`config.mk`:
```
export PLATFORM = sky130hd
export DESIGN_NAME = muldiv_seq_8bit
export DESIGN_NICKNAME = d
export VERILOG_FILES = /design/src/rtl/muldiv_seq_8bit.sv
export SDC_FILE = /design/constraint.sdc
export NUM_CORES = 1
export LEC_CHECK = 0
export ABC_AREA = 1
export BUFFER_PORTS_ARGS = -buffer_cell sky130_fd_sc_hd__buf_2
export CAP_MARGIN = 20
export CORE_MARGIN = 5
export CORE_UTILIZATION = 40
export DETAILED_ROUTE_END_ITERATION = 12
export GPL_ROUTABILITY_DRIVEN = 0
export GPL_TIMING_DRIVEN = 1
export PLACE_DENSITY = 0.64
export SYNTH_ARGS = -nofsm -noshare
export SYNTH_HDL_FRONTEND = slang
export SYNTH_SLANG_ARGS = --single-unit
```
`constraint.sdc`:
```
create_clock -name clk -period 3.6 [get_ports clk]
set_input_delay 0.36 -clock clk [delete_from_list [all_inputs] [get_ports clk]]
set_output_delay 0.36 -clock clk [all_outputs]
set_load 0.01 [all_outputs]
```
`src/rtl/muldiv_seq_8bit.sv`:
```
// Sequential unsigned 8x8 multiply (shift-add) and 8/8 divide (restoring)
// sharing a single 8-bit add/subtract slice; fixed 8-iteration latency.
module muldiv_seq_8bit (
  input  logic       clk,
  input  logic       rst,
  input  logic       start,
  input  logic       op,
  input  logic [7:0] a,
  input  logic [7:0] b,
  output logic       busy,
  output logic       done,
  output logic [7:0] result_hi,
  output logic [7:0] result_lo,
  output logic       div_by_zero
);

  localparam int unsigned W  = 8;
  localparam int unsigned CW = 3;

  localparam logic [1:0] IDLE = 2'd0;
  localparam logic [1:0] RUN  = 2'd1;
  localparam logic [1:0] DONE = 2'd2;

  logic [1:0]    state, state_nxt;
  logic          op_r, op_nxt;
  logic [W-1:0]  opnd_r, opnd_nxt;   // adder's second operand: a for MUL, b for DIV
  logic [W-1:0]  hi_r, hi_nxt;       // acc (MUL) / rem (DIV)
  logic [W-1:0]  lo_r, lo_nxt;       // mq (MUL) / q (DIV)
  logic [CW-1:0] count, count_nxt;
  logic          busy_nxt, done_nxt, dbz_nxt;
  logic [W-1:0]  res_hi_nxt, res_lo_nxt;

  logic [W-1:0]  shifted, add_x, add_y, sum, acc_t, step_hi, step_lo;
  logic          cin, c9, cout, qbit, mul_carry;

  // Shared add/sub slice plus one iteration of the selected algorithm
  always_comb begin
    shifted   = {hi_r[W-2:0], lo_r[W-1]};
    cin       = op_r;
    add_x     = op_r ? shifted : hi_r;
    add_y     = opnd_r ^ {W{cin}};
    {c9, sum} = (W+1)'(add_x) + (W+1)'(add_y) + (W+1)'(cin);
    // On subtract the slice reports borrow on Cout
    cout      = op_r ? ~c9 : c9;
    qbit      = 1'b0;
    mul_carry = 1'b0;
    acc_t     = hi_r;
    if (op_r) begin
      qbit    = hi_r[W-1] | ~cout;
      step_hi = qbit ? sum : shifted;
      step_lo = {lo_r[W-2:0], qbit};
    end else begin
      mul_carry = lo_r[0] & cout;
      acc_t     = lo_r[0] ? sum : hi_r;
      step_hi   = {mul_carry, acc_t[W-1:1]};
      step_lo   = {acc_t[0], lo_r[W-1:1]};
    end
  end

  // Next-state and next-output logic
  always_comb begin
    state_nxt  = state;
    op_nxt     = op_r;
    opnd_nxt   = opnd_r;
    hi_nxt     = hi_r;
    lo_nxt     = lo_r;
    count_nxt  = count;
    res_hi_nxt = result_hi;
    res_lo_nxt = result_lo;
    dbz_nxt    = div_by_zero;
    case (state)
      IDLE, DONE: begin
        state_nxt = IDLE;
        if (start) begin
          state_nxt = RUN;
          op_nxt    = op;
          opnd_nxt  = op ? b : a;
          hi_nxt    = '0;
          lo_nxt    = op ? a : b;
          count_nxt = '0;
        end
      end
      RUN: begin
        hi_nxt    = step_hi;
        lo_nxt    = step_lo;
        count_nxt = count + CW'(1);
        if (count == CW'(W - 1)) begin
          state_nxt  = DONE;
          res_hi_nxt = step_hi;
          res_lo_nxt = step_lo;
          dbz_nxt    = op_r && (opnd_r == '0);
        end
      end
      default: state_nxt = IDLE;
    endcase
    busy_nxt = (state_nxt == RUN);
    done_nxt = (state_nxt == DONE);
  end

  always_ff @(posedge clk or posedge rst) begin
    if (rst) state <= IDLE;
    else     state <= state_nxt;
  end

  always_ff @(posedge clk or posedge rst) begin
    if (rst) begin
      op_r        <= 1'b0;
      opnd_r      <= '0;
      hi_r        <= '0;
      lo_r        <= '0;
      count       <= '0;
      busy        <= 1'b0;
      done        <= 1'b0;
      result_hi   <= '0;
      result_lo   <= '0;
      div_by_zero <= 1'b0;
    end else begin
      op_r        <= op_nxt;
      opnd_r      <= opnd_nxt;
      hi_r        <= hi_nxt;
      lo_r        <= lo_nxt;
      count       <= count_nxt;
      busy        <= busy_nxt;
      done        <= done_nxt;
      result_hi   <= res_hi_nxt;
      result_lo   <= res_lo_nxt;
      div_by_zero <= dbz_nxt;
    end
  end

endmodule

```
==> metrics.txt <==
P_leak=1.813 nW; gr busiest metal=met2; Hold Crit Class=input pin to register; clk sinks=49; Post-CTS Hold Buffers=0; die height=95.67 um; area post-placement=3194 sq um; clk slew on worst S/H paths=90 ps; Post-Syn Area=2935 sq um; Final period util=74.02%; largest net degree at the start of global routing=50; row count=31; Syn. warnings=0; crit path max fanout=40; grt ovf=0; CTS-repair resized insts=0; Final Critical Period=2665 ps; global-route wire length before repair=12.21 mm; Reg2Reg Depth=11; IO Port Bufs=38; Rel. slew slack=50.48%; worst path arrival time=2830 ps; crit path kind=register to register; RR Endpoint=lo_r[0]$_DFFE_PP0P_; flops & latches, synth=49; Vias/cell=4.974; PD cells=1130 nW/um^2; clk_lat worst skew=300 ps; met2 Use GR=29.07%; Post-CTS Setup Bufs=0; final instance area=3312 sq um; Core Util, Final=45.91%; Worst path max stage delay=510 ps; ANT cells=0; Initial DRT Pass Iterations=5; commonest non-fill, non-tap cell in the layout=nand2_1; worst hold path startpoint=b[5]; met3 Use GR=2.920%; antenna violations before repair=0; ys async rst share=100.0%; worst-path cell chain=buf_4 > o21ai_0 > fa_1 > nand3_1 > nand3_2 > nand2_1 > nand2_2 > o21ai_4 > o21ai_0 > nand2_1 > o221ai_1; sequential area share after synthesis=41.77%; Max Cap Viol=0; Die Span X=95.67 um; clock root cell=clkbuf_8; Critical R2R Launch=cin$_DFFE_PP0P_; CTS tree=done; worst hold path cell count=3; final setup skew=5.620 ps; flop2flop setup slack=940 ps; Cells after Synth=402; Final nets=465; Post-Syn Nets=432; vias in the first global route=2,585; layout cells sized above 1=13.53%; met1 Usage GRT=22.35%; hpwl dp=5.490 mm; Die ar.=9152 sq um; Critical Path RT=3760 ps; status=completed; most frequent cells in the layout=165 x nand2_1, 49 x dfrtp_1, 38 x buf_2, 37 x inv_1, 28 x o21ai_0; slowest cell on the critical path=fa_1; Slew Limit Fails=0; P&R area growth vs syn=12.83%; H-tree levels=2; setup violators final=0; CP Launch Type=register; Top FF cell, synth=dfrtp_1; number of routed nets with antenna violations=0; Max Clk Rate=0.3753 GHz; clk buf depth=2; Slew @ Worst Pin=741.1 ps; total CTS buffers=5; CP endpoint kind=register; DRC=0; peak supply drop=417.9 uV; I/O pin count=39; RSZ-0062 raised after global routing=no; Via Count=2,661; core area=7214 sq um; Mapped Avg Cell Area=7.302 sq um; CP delay by family, top=compound AO/OA/AOI/OAI gates; wire per inst=13.41 um; Iter 0 DRT Violations=181; final wirelength=7.174 mm; Tot GR Track Use=17.05%; setup TNS=0 ps; Initial Utilization=40.69%; hold_ws=339.3 ps; WHS Endpoint=opnd_r[5]$_DFFE_PP0P_; Fin. Hold Viols=0; number of enable flip-flop cells after synthesis=0; Synth cell types=32; Buffers & Inverters on Critical Path=1
-- sequential cells by signal, indices dropped and copies added, names as in the netlist, 2 cells and up --
register,count
opnd_r,8
lo_r,8
result_lo,8
state,2
hi_r,8
result_hi,8
count,3
-- synthesized netlist by cell type, types with 2 or more instances --
master	instances	share of area, %
o22ai_1	8	1.7
o21bai_1	2	0.51
clkbuf_1	6	0.77
nor2_1	25	3.2
a22o_1	2	0.60
xor2_1	9	2.7
nand3_1	10	1.7
o21ai_0	28	4.8
ha_1	9	3.8
clkinv_1	2	0.26
dfrtp_1	49	42
buf_1	2	0.26
inv_1	38	4.9
nand2_2	2	0.43
nand3_2	3	1.0
o221ai_1	3	0.90
o311ai_0	5	1.5
nand2_1	165	21
a21oi_1	10	1.7
mux2i_1	3	1.0
o21ai_2	3	0.90
buf_2	8	1.4
-- worst max-delay path by stage --
stage / cells after the start / slack, ps / end / start
2_1_floorplan: 12 / 1120 / lo_r[0]$_DFFE_PP0P_ / cin$_DFFE_PP0P_
3_3_place_gp: 11 / 990 / lo_r[0]$_DFFE_PP0P_ / cin$_DFFE_PP0P_
3_5_place_dp: 11 / 960 / lo_r[0]$_DFFE_PP0P_ / cin$_DFFE_PP0P_
4_1_cts: 11 / 950 / lo_r[0]$_DFFE_PP0P_ / cin$_DFFE_PP0P_
5_1_grt: 13 / 670 / result_hi[3]$_DFFE_PP0P_ / cin$_DFFE_PP0P_
6_report: 11 / 940 / lo_r[0]$_DFFE_PP0P_ / cin$_DFFE_PP0P_
-- where the power goes --
part	total [W]	switching (W)	internal (W)
combinational	0.00244	0.00156	0.000877
clock	0.000325	0.000188	0.000137
sequential	0.000978	0.000167	0.000811
-- cells by family (layout without fill, tap and decap cells) --
logic type	Yosys count	after routing	synth area share, %
xor gates and xnor gates	10	10	2.984
adders and majority gates	10	10	4.518
muxes	3	3	1.023
buffers and inverters	57	91	7.630
AOI/OAI and AO/OA	65	65	13.94
and+or+nand+nor	208	208	28.13
DFF	49	49	41.77
-- metrics by stage --
step           worst slack (ps)  cells  power (W)
2_1_floorplan              1117    402   0.002840
3_3_place_gp              991.4    525   0.003392
3_5_place_dp              962.9    525   0.003431
4_1_cts                   949.1    533   0.003765
5_1_grt                   673.9    535   0.004178
6_report                  935.1    535   0.003743
-- worst min-delay path: cells and delay by family --
family	cells	cell delay, ps
AOI/OAI and AO/OA	1	110
buffers and inverters	1	90
and+or+nand+nor	1	40
-- area by class of cell --
type                            count  area [sq um]
Fill cell                         783          3902
Multi-Input combinational cell    296          1485
Sequential cell                    49          1226
Timing Repair Buffer               42         235.2
Inverter                           41         153.9
Tap cell                           99         123.9
Clock buffer                        6         72.57
Clock inverter                      2         15.01
-- routing by layer --
| metal | vias up | share of wire [%] |
|---|---|---|
| met5 | - | 0 |
| met1 | 1255 | 46 |
| met2 | 44 | 49 |
| li1 | 1353 | - |
| met4 | 0 | 1.5 |
| met3 | 9 | 3.1 |
Note: power is estimated with default switching activity, not from simulation.
